[src/rtl/acp_mm2s_mover.sv]
// acp_mm2s_mover: converts 72-bit read commands into 64-bit INCR bursts on the ACP,
// streams the returned data out and returns one status byte per command.
// Optional build macro ACP_MOVER_STATS_EN adds the stat_cmds / stat_beats counters.
module acp_mm2s_mover #(
  parameter int         C_M_AXI_ADDR_WIDTH = 32,
  parameter int         C_M_AXI_DATA_WIDTH = 64,
  parameter int         C_MAX_BURST        = 16,
  parameter logic [2:0] C_PROT             = 3'b010,
  parameter logic [3:0] C_CACHE            = 4'b1111
) (
  input  logic                          clk,
  input  logic                          rstn,
  input  logic                          S_AXIS_CMD_TVALID,
  output logic                          S_AXIS_CMD_TREADY,
  input  logic [71:0]                   S_AXIS_CMD_TDATA,
  output logic                          M_AXIS_STS_TVALID,
  input  logic                          M_AXIS_STS_TREADY,
  output logic [7:0]                    M_AXIS_STS_TDATA,
  output logic [C_M_AXI_ADDR_WIDTH-1:0] M_AXI_ARADDR,
  output logic                          M_AXI_ARVALID,
  input  logic                          M_AXI_ARREADY,
  output logic [7:0]                    M_AXI_ARLEN,
  output logic [2:0]                    M_AXI_ARSIZE,
  output logic [1:0]                    M_AXI_ARBURST,
  output logic [2:0]                    M_AXI_ARPROT,
  output logic [3:0]                    M_AXI_ARCACHE,
  input  logic [C_M_AXI_DATA_WIDTH-1:0] M_AXI_RDATA,
  input  logic [1:0]                    M_AXI_RRESP,
  input  logic                          M_AXI_RLAST,
  input  logic                          M_AXI_RVALID,
  output logic                          M_AXI_RREADY,
  output logic [C_M_AXI_DATA_WIDTH-1:0] M_AXIS_TDATA,
  output logic                          M_AXIS_TVALID,
  output logic                          M_AXIS_TLAST,
  input  logic                          M_AXIS_TREADY
`ifdef ACP_MOVER_STATS_EN
  ,
  output logic [31:0]                   stat_cmds,
  output logic [31:0]                   stat_beats
`endif
);

  typedef enum logic [1:0] {S_IDLE, S_ADDR, S_DATA, S_STS} state_t;

  localparam logic [19:0] MAX_BEATS = 20'(C_MAX_BURST);

  state_t                          state, state_nxt;
  logic                            run_r;
  logic [C_M_AXI_ADDR_WIDTH-1:0]   addr_r;
  logic [C_M_AXI_ADDR_WIDTH-1:0]   araddr_r;
  logic [7:0]                      arlen_r;
  logic                            arvalid_r;
  logic [19:0]                     beats_rem;
  logic [4:0]                      burst_left;
  logic [3:0]                      tag_r;
  logic                            eof_r;
  logic                            interr_r, decerr_r, slverr_r;
  logic                            cmd_hs, cmd_bad, beat, burst_end, issue;
  logic [4:0]                      burst_w;
  logic                            unused_cmd_bits;

  // Beats for the next burst: bounded by what is left, the ACP burst limit
  // and the distance to the next 4 KB page boundary.
  function automatic logic [4:0] calc_burst(input logic [19:0] rem, input logic [11:0] lo);
    logic [9:0]  page_beats;
    logic [19:0] b;
    page_beats = 10'((13'h1000 - {1'b0, lo}) >> 3);
    b = rem;
    if (b > MAX_BEATS) b = MAX_BEATS;
    if (b > {10'd0, page_beats}) b = {10'd0, page_beats};
    return 5'(b);
  endfunction

  assign unused_cmd_bits = ^{S_AXIS_CMD_TDATA[71:68], S_AXIS_CMD_TDATA[31], S_AXIS_CMD_TDATA[29:23]};

  assign cmd_bad = (S_AXIS_CMD_TDATA[22:0] == 23'd0) || (S_AXIS_CMD_TDATA[2:0] != 3'd0) ||
                   (S_AXIS_CMD_TDATA[34:32] != 3'd0);
  assign burst_w = calc_burst(beats_rem, addr_r[11:0]);
  assign issue   = (state == S_ADDR) && !arvalid_r;

  assign M_AXI_ARADDR  = araddr_r;
  assign M_AXI_ARLEN   = arlen_r;
  assign M_AXI_ARVALID = arvalid_r;
  assign M_AXI_ARSIZE  = 3'b011;
  assign M_AXI_ARBURST = 2'b01;
  assign M_AXI_ARPROT  = C_PROT;
  assign M_AXI_ARCACHE = C_CACHE;

  always_ff @(posedge clk) begin
    if (!rstn) state <= S_IDLE;
    else       state <= state_nxt;
  end

  always_comb begin
    state_nxt         = state;
    S_AXIS_CMD_TREADY = 1'b0;
    M_AXIS_STS_TVALID = 1'b0;
    M_AXIS_STS_TDATA  = '0;
    M_AXIS_TVALID     = 1'b0;
    M_AXIS_TDATA      = '0;
    M_AXIS_TLAST      = 1'b0;
    M_AXI_RREADY      = 1'b0;
    cmd_hs            = 1'b0;
    beat              = 1'b0;
    burst_end         = 1'b0;
    case (state)
      S_IDLE: begin
        S_AXIS_CMD_TREADY = run_r;
        cmd_hs            = S_AXIS_CMD_TVALID && run_r;
        if (cmd_hs) state_nxt = cmd_bad ? S_STS : S_ADDR;
      end
      S_ADDR: begin
        if (arvalid_r && M_AXI_ARREADY) state_nxt = S_DATA;
      end
      S_DATA: begin
        // Zero-latency pass-through; beats move only when both sides are ready.
        M_AXIS_TVALID = M_AXI_RVALID;
        M_AXI_RREADY  = M_AXIS_TREADY;
        M_AXIS_TDATA  = M_AXI_RDATA;
        burst_end     = (burst_left == 5'd1);
        M_AXIS_TLAST  = eof_r && burst_end && (beats_rem == 20'd0);
        beat          = M_AXI_RVALID && M_AXIS_TREADY;
        if (beat && burst_end) state_nxt = (beats_rem != 20'd0) ? S_ADDR : S_STS;
      end
      S_STS: begin
        M_AXIS_STS_TVALID = 1'b1;
        M_AXIS_STS_TDATA  = {~(interr_r | decerr_r | slverr_r), slverr_r, decerr_r, interr_r, tag_r};
        if (M_AXIS_STS_TREADY) state_nxt = S_IDLE;
      end
      default: state_nxt = S_IDLE;
    endcase
  end

  always_ff @(posedge clk) begin
    if (!rstn) begin
      run_r      <= 1'b0;
      addr_r     <= '0;
      araddr_r   <= '0;
      arlen_r    <= '0;
      arvalid_r  <= 1'b0;
      beats_rem  <= '0;
      burst_left <= '0;
      tag_r      <= '0;
      eof_r      <= 1'b0;
      interr_r   <= 1'b0;
      decerr_r   <= 1'b0;
      slverr_r   <= 1'b0;
    end else begin
      run_r <= 1'b1;
      if (cmd_hs) begin
        addr_r    <= C_M_AXI_ADDR_WIDTH'(S_AXIS_CMD_TDATA[63:32]);
        beats_rem <= S_AXIS_CMD_TDATA[22:3];
        tag_r     <= S_AXIS_CMD_TDATA[67:64];
        eof_r     <= S_AXIS_CMD_TDATA[30];
        interr_r  <= cmd_bad;
        decerr_r  <= 1'b0;
        slverr_r  <= 1'b0;
      end
      if (issue) begin
        araddr_r   <= addr_r;
        arlen_r    <= {3'd0, burst_w - 5'd1};
        arvalid_r  <= 1'b1;
        addr_r     <= addr_r + C_M_AXI_ADDR_WIDTH'({burst_w, 3'b000});
        beats_rem  <= beats_rem - {15'd0, burst_w};
        burst_left <= burst_w;
      end
      if (arvalid_r && M_AXI_ARREADY) arvalid_r <= 1'b0;
      // Burst end is decided by our own beat count; RLAST only flags protocol errors.
      if (beat) begin
        burst_left <= burst_left - 5'd1;
        if (M_AXI_RRESP == 2'b10) slverr_r <= 1'b1;
        if (M_AXI_RRESP == 2'b11) decerr_r <= 1'b1;
        if (M_AXI_RLAST != burst_end) interr_r <= 1'b1;
      end
    end
  end

`ifdef ACP_MOVER_STATS_EN
  always_ff @(posedge clk) begin
    if (!rstn) begin
      stat_cmds  <= '0;
      stat_beats <= '0;
    end else begin
      if (M_AXIS_STS_TVALID && M_AXIS_STS_TREADY) stat_cmds <= stat_cmds + 32'd1;
      if (beat) stat_beats <= stat_beats + 32'd1;
    end
  end
`endif

endmodule
[config.mk]
export PLATFORM = sky130hd
export DESIGN_NAME = acp_mm2s_mover
export DESIGN_NICKNAME = d
export VERILOG_FILES = /design/src/rtl/acp_mm2s_mover.sv
export SDC_FILE = /design/constraint.sdc
export NUM_CORES = 1
export LEC_CHECK = 0
export BUFFER_PORTS_ARGS = -buffer_cell sky130_fd_sc_hd__buf_2
export CORE_MARGIN = 2
export CORE_UTILIZATION = 52
export DETAILED_ROUTE_END_ITERATION = 16
export GPL_TIMING_DRIVEN = 0
export PLACE_DENSITY = 0.86
export SLEW_MARGIN = 10
export SYNTH_ARGS = -nofsm -noshare
export SYNTH_HDL_FRONTEND = slang
export SYNTH_SLANG_ARGS = --single-unit
[constraint.sdc]
create_clock -name clk -period 7.63 [get_ports clk]
set_input_delay 0.3815 -clock clk [delete_from_list [all_inputs] [get_ports clk]]
set_output_delay 0.3815 -clock clk [all_outputs]
set_load 0.01 [all_outputs]
* Word level (Yosys, flattened, before mapping)
Index checks and enable logic that the tools add are counted.
Widths: inputs -> output; s select.
** Word-level totals
- Input port bits :: 146
- Logic and storage cells :: 90
- Register bits :: 106
** Cells by class
- Bitwise logic cells :: 4
- $lt $le $gt $ge :: 2
- Equal/unequal tests :: 11
- Reduce and logical (&&, ||, !) cells :: 20
- Add/subtract/negate cells :: 5
- Mux-type cells :: 35
** Operators by type and width (count)
- $mux 32 :: 2
- $mux 64 :: 1
- $mux 20 :: 3
- $add 32x8->32 :: 1
- $logic_not 23->1 :: 1
- $gt 20x10->1 :: 1
- $gt 20x5->1 const B :: 1
- $logic_not 20->1 :: 1
- $reduce_bool 20->1 :: 1
- $sub 20x5->20 :: 1
- $mux 1 :: 18
- $mux 5 :: 3
- $sub 13x12->13 const A :: 1
- $mux 2 :: 6
- $sub 5x1->5 const B :: 2
- $eq 2x2->1 const B :: 4
- $mux 8 :: 1
- $pmux 2 s4 :: 1
- $logic_and 1x1->1 :: 7
- $ne 2x2->1 const B :: 3
- $reduce_bool 3->1 :: 2
- $eq 5x1->1 const B :: 1
- $reduce_and 4->1 :: 1
- $reduce_bool 2->1 :: 2
- 9 further kinds :: 12

* Depth between registers and ports, before layout
Gate-level depths: netlist of run 1.
- Depth in word-level cells :: 6
- Depth in mapped cells :: 24
- Mapped depth without buffers :: 22

* Worst setup path before layout of run 1
Ideal clock, no wire load.
- Path type :: register to register
- Start point :: register addr_r[0]
- End point :: register addr_r[29]
- Setup time :: 70 ps
- Path buffers :: 2
- Period minus slack after synthesis :: 5169 ps
- Path slack :: 2461 ps
- Arrival :: 5099 ps
- Stages on the path, launching flop included :: 25
- Data required time :: 7560 ps
- Cell sequence :: dfxtp_1 > or3_1 > buf_2 > nor4_4 > nand2b_1 > or3_4 > nor3_2 > xor2_1 > ha_1 > nand4_1 > nor2_1 > a221o_1 > and2_1 > buf_2 > o21ai_1 > ha_1 > inv_1 > fa_1 > nor2b_1 > o21ai_0 > a21oi_1 > o2111ai_2 > nand2b_1 > mux2_1 > a21oi_1
** On the way
- Word-level cells in the longest chain between the ends :: 5
** RTL lines
- start: declaration :: RTL line 49 : logic [C_M_AXI_ADDR_WIDTH-1:0] addr_r;
- start signal: assignment :: RTL line 151 : addr_r <= C_M_AXI_ADDR_WIDTH'(S_AXIS_CMD_TDATA[63:32]);
- start signal: assignment :: RTL line 163 : addr_r <= addr_r + C_M_AXI_ADDR_WIDTH'({burst_w, 3'b000});
- $sub 13x12->13 :: RTL line 67 : page_beats = 10'((13'h1000 - {1'b0, lo}) >> 3);
- $gt 20x10->1 :: RTL line 70 : if (b > {10'd0, page_beats}) b = {10'd0, page_beats};
- $mux 5 :: RTL line 70
- $add 32x8->32 (*) :: RTL line 163
- $mux 32 (*) :: RTL line 159 : if (issue) begin
Mark *: on every way between the ends. The rest lies on a longest branch, timed or not.
A chain may end at the register's enable or synchronous reset.

* Worst setup path after layout of run 1
Same ends and word-level chain as after synthesis.

==> impl_metrics.env, run 1 <==
export IMPL_max_vdd_ir_drop_mv=0.118
export IMPL_drc=0
export IMPL_drive_gt1_share_pct=26.7
export IMPL_path_cells="or3_1 -> buf_2 -> nor4_4 -> nand2b_1 -> or3_4 -> nor3_2 -> xor2_1 -> ha_1 -> nand4_1 -> nor2_1 -> a221o_1 -> and2_1 -> buf_2 -> o21ai_1 -> ha_1 -> inv_1 -> fa_1 -> nor2b_1 -> o21ai_0 -> a21oi_1 -> o2111ai_2 -> nand2b_1 -> mux2_1 -> a21oi_1"
export IMPL_synth_main_ff_cell="dfxtp_1"
export IMPL_cp_slowest_cell="a21oi_1"
export IMPL_insertion_delay_ps=360
export IMPL_cp_slowest_stage_delay_ps=500
export IMPL_r2r_start="addr_r[0]$_SDFFE_PN0P_"
export IMPL_holdWs_ps=144
export IMPL_routed_wl_um=26500
export IMPL_die_w_um=115
export IMPL_synth_area_per_cell_um2=7.60
export IMPL_cts_buffers=9
export IMPL_worstRegToRegCells=24
export IMPL_num_rows=40
export IMPL_cts_clk_slew_worst_paths_ps=70
export IMPL_start_util_pct=53.4
export IMPL_die_y_um=115
export IMPL_htreeDepth=3
export IMPL_path_class="flop to flop"
export IMPL_antenna_found_initial=4
export IMPL_grt_total_usage_pct=39.3
export IMPL_io_buffers=248
export IMPL_power_mw=2.05
export IMPL_max_slew_worst_pin_slew_ps=970
export IMPL_fin_skew_ps=12.8
export IMPL_gp_congestion=0.998
export IMPL_via_per_inst=5.90
export IMPL_yosysMostFrequentCell="nand2_1"
export IMPL_synth_top_area_cell="dfxtp_1"
export IMPL_ys_types=72
export IMPL_syn_area_um2=6440
export IMPL_nets=1296
export IMPL_cp_max_fo=8
export IMPL_dieArea_um2=13300
export IMPL_pin_count=276
export IMPL_rsz0062_at_grt="no"
export IMPL_drtIter0Drc=1208
export IMPL_route_vias_total=7676
export IMPL_yosys_area_top_type_share_pct=32.9
export IMPL_endpoint_kind="flop"
export IMPL_post_route_min_period_ps=6290
export IMPL_setup_tns_final_ps=0
export IMPL_synthTopCellsByCount="125 x nand2_1, 106 x dfxtp_1, 87 x a21oi_1"
export IMPL_drv_cap=0
export IMPL_cts_tree="done"
export IMPL_dp_hpwl_um=20600
export IMPL_clk_path_buf_depth=2
export IMPL_cts_resized=0
export IMPL_synth_yosys_warnings=0
export IMPL_cts_root_buf="clkbuf_16"
export IMPL_grt_max_degree=17
export IMPL_overflow=0
export IMPL_netlist_instances=848
export IMPL_yosysSeqAreaShare_pct=32.9
export IMPL_grt_pass1_vias=6994
export IMPL_dr_pass1_iters=6
export IMPL_post_route_util_pct=68.5
export IMPL_p_per_area_nw_per_um2=248
export IMPL_synthArstFlopShare_pct=0
export IMPL_grt_pass1_wl_um=39400
export IMPL_status="complete, no violations"
export IMPL_min_path_type="input port to flop"
export IMPL_p_leak_nw=3.77
export IMPL_cp_endpoint="addr_r[29]$_SDFFE_PN0P_"
export IMPL_start_kind="flop"
export IMPL_area_growth_pct=28.2
export IMPL_postCtsHoldBufs=0
export IMPL_timing_critical_path_buf_inv=3
export IMPL_ant_nets=0
export IMPL_core_area_um2=12100
export IMPL_finalHoldViolations=0
export IMPL_setup_viol=0
export IMPL_cp_top_family="simple AND/OR/NAND/NOR gates"
export IMPL_synth_edff_count=0
export IMPL_r2r_end="addr_r[29]$_SDFFE_PN0P_"
export IMPL_fmax_mhz=159
export IMPL_wl_per_cell_um=20.4
export IMPL_rrSetupSlack_ps=1340
export IMPL_crit_arrival_ps=6570
export IMPL_critPathRequiredTime_ps=7910
export IMPL_cp_depth=24
export IMPL_cts_sinks=106
export IMPL_startpoint="addr_r[0]$_SDFFE_PN0P_"
export IMPL_period_share_pct=82.4
export IMPL_slew_headroom_pct=35.1
export IMPL_ys_ff_latch=106
export IMPL_slew_violations=0
export IMPL_post_cts_buffers=0
export IMPL_synth_area_leaders="dfxtp_1 33%, nand2_1 7.3%, and2_1 7.0%"
-- layer usage --
metal | track usage [%] | share of wire, % | up-vias
li1 | - | - | 3511
met1 | 49.5 | 37 | 3460
met2 | 64.5 | 46 | 582
met3 | 9.91 | 12 | 123
met4 | 15.7 | 4.7 | 0
met5 | 0 | 0 | -
-- flip-flops by register name (all words and copies together), names as in the netlist --
register,cells
slverr_r,1
tag_r,4
eof_r,1
burst_left,5
addr_r,32
decerr_r,1
beats_rem,20
interr_r,1
M_AXI_ARLEN,5
M_AXI_ARVALID,1
run_r,1
state,2
M_AXI_ARADDR,32
-- power breakdown --
part	internal [mW]	switching, mW
sequential	0.609	0.0643
combinational	0.355	0.540
clock	0.263	0.217
total	1.23	0.821
-- kinds of logic (layout without fill, tap and decap cells) --
| family | after synthesis | after routing | synth area share, % |
|---|---|---|---|
| fa+ha+maj | 25 | 25 | 5.09 |
| simple gates | 384 | 384 | 31.0 |
| other cells | 2 | 23 | 0.117 |
| flops | 106 | 106 | 32.9 |
| buf+inv | 99 | 362 | 6.87 |
| xor+xnor | 12 | 12 | 1.75 |
| mux | 7 | 7 | 1.22 |
| compound gates | 213 | 213 | 21.0 |
-- stage by stage --
step / cell area [um^2] / instances / setup slack (ps)
CTS: 8260 / 1297 / 1500
global route: 8260 / 1298 / 1120
global placement: 7960 / 1282 / 1610
detailed placement: 7960 / 1282 / 1600
floorplan: 6510 / 866 / 2460
finish: 8270 / 1300 / 1340
-- worst register-to-register path: stages, from the launching register on --
cell	delay [ps]
dfxtp_1	360
or3_1	370
buf_2	170
nor4_4	170
nand2b_1	180
or3_4	390
nor3_2	190
xor2_1	100
ha_1	320
nand4_1	120
nor2_1	100
a221o_1	370
and2_1	170
buf_2	180
o21ai_1	490
ha_1	290
inv_1	70
fa_1	380
nor2b_1	180
o21ai_0	120
a21oi_1	500
o2111ai_2	280
nand2b_1	250
mux2_1	320
a21oi_1	130
-- worst min path at each step --
stage | startpoint | to | cells past startpoint
5_1_grt | rstn | run_r$_DFF_P_ | 1
2_1_floorplan | rstn | run_r$_DFF_P_ | 0
4_1_cts | rstn | run_r$_DFF_P_ | 1
3_5_place_dp | M_AXI_ARADDR[6]$_SDFFE_PN0P_ | M_AXI_ARADDR[6]$_SDFFE_PN0P_ | 2
6_report | rstn | run_r$_DFF_P_ | 1
3_3_place_gp | M_AXI_ARADDR[8]$_SDFFE_PN0P_ | M_AXI_ARADDR[8]$_SDFFE_PN0P_ | 2
-- cell usage in the layout (no fill, tap or decap), types with 10 or more instances in the layout --
master	count
a221oi_1	10
o21a_1	10
conb_1	20
dfxtp_1	106
nor4_1	10
and2_1	72
o211ai_1	12
nand2_1	125
nor3_1	20
nand3_1	31
o21ai_0	24
buf_2	251
ha_1	23
a21oi_1	87
and3_1	14
clkbuf_1	52
nor2_1	59
buf_4	18
a22oi_1	15
inv_1	23
a31oi_1	14
-- cell type report --
class / instances / area, um^2
Clock buffer: 11 / 243
Tap cell: 168 / 210
Buffer: 76 / 357
Clock inverter: 4 / 51.3
Antenna cell: 3 / 7.51
Multi-Input combinational cell: 661 / 3950
Timing Repair Buffer: 248 / 1240
Fill cell: 1053 / 3800
Inverter: 23 / 86.3
Sequential cell: 106 / 2120
(Power assumes the default switching activity.)
==> inputs of run 2 (changes only) <==
CORE_UTILIZATION = 44   (was 52)
PLACE_DENSITY = 0.78   (was 0.86)
clock period = 5.4 ns   (was 7.63 ns; I/O delays follow)
==> run 2 against run 1 <==
The run now ends with negative setup slack left; final cell count grew 3.2%; non-clock buffer count grew 24; routed wire length grew 5.3%.
==> impl_metrics.env, run 2 (synthesis gave the netlist of run 1 again) <==
export IMPL_grt_total_usage_pct=33.4
export IMPL_critPathRequiredTime_ps=5700
export IMPL_min_path_type="input port to flop"
export IMPL_p_leak_nw=3.95
export IMPL_postCtsHoldBufs=0
export IMPL_grt_max_degree=20
export IMPL_r2r_end="addr_r[29]$_SDFFE_PN0P_"
export IMPL_rrSetupSlack_ps=-40
export IMPL_cts_sinks=106
export IMPL_dieArea_um2=15600
export IMPL_dp_hpwl_um=21100
export IMPL_layout_cells_non_filler=1341
export IMPL_worstRegToRegCells=25
export IMPL_setup_viol=2
export IMPL_period_share_pct=101
export IMPL_dr_pass1_iters=6
export IMPL_rsz0062_at_grt="yes"
export IMPL_drive_gt1_share_pct=32.2
export IMPL_die_y_um=125
export IMPL_min_to="run_r$_DFF_P_"
export IMPL_crit_arrival_ps=5740
export IMPL_placedInstanceArea_um2=7980
export IMPL_drtIter0Drc=928
export IMPL_r2r_start="addr_r[1]$_SDFFE_PN0P_"
export IMPL_via_per_inst=5.78
export IMPL_cts_buffers=9
export IMPL_num_rows=44
export IMPL_wl_per_cell_um=20.8
export IMPL_io_buffers=248
export IMPL_cts_root_buf="clkbuf_16"
export IMPL_htreeDepth=3
export IMPL_setup_slack_ps=-45.0
export IMPL_fmax_mhz=184
export IMPL_clk_path_buf_depth=2
export IMPL_antenna_found_initial=2
export IMPL_grt_pass1_wl_um=40300
export IMPL_design_area_um2=8770
export IMPL_start_kind="flop"
export IMPL_die_w_um=125
export IMPL_layout_commonest_cell="buf_2"
export IMPL_slew_violations=0
export IMPL_finalHoldViolations=0
export IMPL_start_util_pct=44.7
export IMPL_slew_headroom_pct=44.4
export IMPL_drc=0
export IMPL_hold_path_depth=1
export IMPL_ant_nets=0
export IMPL_drv_cap=0
export IMPL_endpoint_kind="flop"
export IMPL_core_area_um2=14400
export IMPL_insertion_delay_ps=360
export IMPL_dp_cells=1298
export IMPL_p_per_area_nw_per_um2=360
export IMPL_max_vdd_ir_drop_mv=0.213
export IMPL_max_slew_worst_pin_slew_ps=833
export IMPL_path_class="flop to flop"
export IMPL_post_place_ws_ps=-739
export IMPL_min_from="rstn"
export IMPL_violations="negative setup slack"
export IMPL_fin_skew_ps=10.5
export IMPL_cts_clk_slew_worst_paths_ps=80
export IMPL_gp_congestion=0.958
export IMPL_status="finished, violations left"
export IMPL_grt_pass1_vias=7173
export IMPL_pin_count=276
export IMPL_cts_tree="done"
export IMPL_route_vias_total=7746
export IMPL_nets=1320
export IMPL_post_route_min_period_ps=5440
export IMPL_area_growth_pct=36.0
export IMPL_overflow=0
export IMPL_mostFrequentLayoutCells="249 x buf_2, 125 x nand2_1, 104 x dfxtp_1, 84 x a21oi_1, 72 x and2_1"
export IMPL_cp_max_fo=6
export IMPL_routed_wl_um=27900
## run 2: changes by cell type in the layout (fill, tap and decap cells not counted), sizes merged
cell,previous run,this run
buf,273,301
inv,24,26
clkbuf,62,56
clkinvlp,1,2
## run 2: critical path: stages (launching register included)
cell and delay, ps:
dfxtp_2 320, or3_1 370, buf_6 140, nor4_4 240, nand2b_1 140, or3_4 440
nor3_4 220, xor2_1 100, ha_1 320, nand4_1 120, nor2_2 60, a221o_1 330
and2_1 170, buf_6 140, o21ai_4 220, ha_4 180, inv_2 40, fa_2 360
nor2b_2 160, o21ai_2 100, a21oi_2 230, buf_4 160, o2111ai_4 190, nand2b_4 220
mux2_4 300, a21oi_2 100
## run 2: repair_timing
item                       CTS  global route
setup buffers                6            22
pin swaps                    2            39
setup endpoints to repair   34            36
gates resized for setup      9            58
## run 2: worst max path at each step
stage                                 startpoint                       to  slack, ps  cells after the start
after floorplan           addr_r[0]$_SDFFE_PN0P_  addr_r[29]$_SDFFE_PN0P_        230                     24
after global placement    addr_r[0]$_SDFFE_PN0P_  addr_r[21]$_SDFFE_PN0P_       -620                     24
after detailed placement  addr_r[0]$_SDFFE_PN0P_  addr_r[21]$_SDFFE_PN0P_       -740                     24
after CTS                 addr_r[0]$_SDFFE_PN0P_  addr_r[29]$_SDFFE_PN0P_         40                     23
after global routing      addr_r[1]$_SDFFE_PN0P_  addr_r[29]$_SDFFE_PN0P_       -230                     25
final                     addr_r[1]$_SDFFE_PN0P_  addr_r[29]$_SDFFE_PN0P_        -40                     25
## run 2: stage by stage
| step | hold slack [ps] | utilization [%] | total power [mW] | TNS, ps |
|---|---|---|---|---|
| floorplan | 298 | - | 1.82 | 0 |
| global placement | 386 | 55.4 | 2.16 | -5380 |
| detailed placement | 386 | 55.4 | 2.18 | -8100 |
| CTS | 7.50 | 58.1 | 2.92 | 0 |
| global route | 8.71 | 60.8 | 3.32 | -1590 |
| finish | 17.3 | 60.8 | 3.16 | -55.2 |
## run 2: layout make-up
| cell class | instances | area [um^2] |
|---|---|---|
| fill | 1337 | 5660 |
| inverter | 23 | 86.3 |
| sequential | 106 | 2120 |
| tap | 184 | 230 |
| multi-input combinational | 661 | 4190 |
| buffer | 73 | 362 |
| clock inverter | 7 | 82.6 |
| antenna | 3 | 7.51 |
| clock buffer | 9 | 225 |
| timing repair buffer | 275 | 1460 |
## run 2: metal layers
layer	vias to the layer above	part of all wire, %	track usage [%]
met5	-	0	0
met4	0	4.1	13.7
met3	89	9.2	7.45
met2	475	49	57.7
met1	3612	38	40.3
li1	3570	-	-
## run 2: power by group
| part | switching, mW | total [mW] | leakage (nW) | internal, mW |
|---|---|---|---|---|
| clock network | 0.334 | 0.702 | 0.145 | 0.368 |
| registers | 0.0937 | 0.955 | 0.864 | 0.861 |
| logic | 0.856 | 1.50 | 2.94 | 0.648 |
==> inputs of run 3 (changes only) <==
CELL_PAD_IN_SITES_DETAIL_PLACEMENT = 0   (was not set)
CELL_PAD_IN_SITES_GLOBAL_PLACEMENT = 1   (was not set)
CORE_UTILIZATION = 30   (was 44)
PLACE_DENSITY = not set   (was 0.78)
PLACE_DENSITY_LB_ADDON = 0.1   (was not set)
==> run 3 against run 2 <==
The flow now finishes without violations; critical path depth did not move; final area up 1.5%; register-to-register slack better by 190 ps; global-route usage down 8.8 points; sequential share of layout area down 0.34 points; worst setup slack better by 190 ps; final cell count increased by 6.2%; largest cell class unchanged; core utilization fell by 18 points; sequential cell count is the same; non-clock buffer count fell by 5; clock skew grew 1.4 ps.
==> impl_metrics.env, run 3 (synthesis gave the netlist of run 1 again) <==
export IMPL_status="complete, no violations"
export IMPL_die_y_um=151
export IMPL_wl_per_cell_um=19.9
export IMPL_nets=1315
export IMPL_die_w_um=151
export IMPL_setup_tns_final_ps=0
export IMPL_num_rows=53
export IMPL_cp_max_fo=5
export IMPL_cts_clk_slew_worst_paths_ps=80
export IMPL_p_leak_nw=3.95
export IMPL_antenna_found_initial=0
export IMPL_slew_headroom_pct=34.4
export IMPL_routed_wl_um=28400
export IMPL_core_area_um2=21000
export IMPL_critPathRequiredTime_ps=5700
export IMPL_path_class="flop to flop"
export IMPL_cts_buffers=9
export IMPL_dp_hpwl_um=22000
export IMPL_pin_count=276
export IMPL_cts_root_buf="clkbuf_16"
export IMPL_slew_violations=0
export IMPL_htreeDepth=3
export IMPL_area_growth_pct=38.0
export IMPL_clk_path_buf_depth=2
export IMPL_mostFrequentLayoutCells="249 x buf_2, 125 x nand2_1, 103 x dfxtp_1, 84 x a21oi_1, 71 x and2_1"
export IMPL_p_per_area_nw_per_um2=367
export IMPL_dieArea_um2=22700
export IMPL_rsz0062_at_grt="yes"
export IMPL_layout_cells_non_filler=1424
export IMPL_overflow=0
export IMPL_drive_gt1_share_pct=32.2
export IMPL_period_share_pct=97.3
export IMPL_start_util_pct=30.7
export IMPL_finalHoldViolations=0
export IMPL_drv_cap=0
export IMPL_setup_viol=0
export IMPL_endpoint_kind="flop"
export IMPL_cts_sinks=106
export IMPL_cts_tree="done"
export IMPL_layout_commonest_cell="buf_2"
export IMPL_setup_slack_ps=146
export IMPL_max_vdd_ir_drop_mv=0.171
export IMPL_io_buffers=248
export IMPL_placedInstanceArea_um2=8100
export IMPL_route_vias_total=7315
export IMPL_drc=0
export IMPL_max_slew_worst_pin_slew_ps=975
export IMPL_grt_max_degree=18
export IMPL_fmax_mhz=190
export IMPL_seq_area_um2=2130
export IMPL_post_route_min_period_ps=5250
export IMPL_dp_cells=1389
export IMPL_design_area_um2=8900
export IMPL_antenna_diode_count=0
export IMPL_fin_skew_ps=11.9
export IMPL_post_place_ws_ps=-857
export IMPL_power_mw=3.27
export IMPL_drtIter0Drc=352
export IMPL_nFillCells=2264
export IMPL_min_path_type="input port to flop"
export IMPL_dr_pass1_iters=6
export IMPL_grt_pass1_vias=7056
export IMPL_multi_input_area_um2=4200
export IMPL_ant_nets=0
export IMPL_start_kind="flop"
export IMPL_via_per_inst=5.14
export IMPL_gp_congestion=0.874
export IMPL_crit_arrival_ps=5550
export IMPL_insertion_delay_ps=360
export IMPL_grt_pass1_wl_um=41500
export IMPL_grt_total_usage_pct=24.7
-- run 3: path summary, 6_finish.rpt --
check / slack (ps) / startpoint / endpoint / cells past startpoint
worst max-delay path: 150 / addr_r[2]$_SDFFE_PN0P_ / addr_r[29]$_SDFFE_PN0P_ / 25
worst min-delay path: 30 / rstn / run_r$_DFF_P_ / 1
worst max register to register: 150 / addr_r[2]$_SDFFE_PN0P_ / addr_r[29]$_SDFFE_PN0P_ / 25
worst min register to register: 450 / M_AXI_ARADDR[8]$_SDFFE_PN0P_ / M_AXI_ARADDR[8]$_SDFFE_PN0P_ / 2
-- run 3: where the power goes --
group	internal, mW	total (mW)	switching [mW]
sequential	0.861	0.954	0.0928
clock	0.438	0.770	0.332
combinational	0.678	1.54	0.866
-- run 3: worst max-delay path, stage by stage (launching register included) --
cell	delay, ps
dfxtp_2	320
or3_4	380
buf_6	140
nor4_4	220
nand2b_1	160
or3_4	450
nor3_4	210
xor2_1	90
ha_1	310
nand4_1	120
nor2_2	50
a221o_1	340
and2_4	170
buf_12	130
o21ai_4	200
ha_4	170
inv_2	40
fa_2	380
nor2b_4	140
o21ai_2	80
a21oi_2	150
buf_6	150
o2111ai_4	190
nand2b_4	220
mux2_4	300
a21oi_2	100
-- run 3: stage by stage --
stage	hold slack (ps)	util [%]
after floorplan	298	-
after global placement	400	38.5
after detailed placement	398	38.5
after CTS	20.0	40.8
after global routing	23.0	42.3
final	25.0	42.3
-- run 3: metal layers --
layer	vias to the layer above	part of all wire, %	GRT usage, %	routed length [um]
met5	-	0	0	0
met4	0	3.0	10.0	865
met3	30	5.0	3.09	1420
met2	252	51	44.6	14500
met1	3466	41	29.5	11600
li1	3567	-	-	-
-- run 3: cell type report --
class,instances,share of cell area (%)
multi-input combinational,661,47.2
sequential,106,23.9
timing repair buffer,270,16.1
buffer,73,4.21
tap,275,3.87
clock buffer,12,2.88
inverter,23,0.970
clock inverter,4,0.900
-- run 3: timing repair --
| item | in CTS | in global routing |
|---|---|---|
| endpoints found under the setup margin | 38 | 39 |
| pin swaps | 3 | 44 |
| hold buffers | 0 | 0 |
| buffers inserted | 5 | 18 |
| gates resized for setup | 18 | 58 |
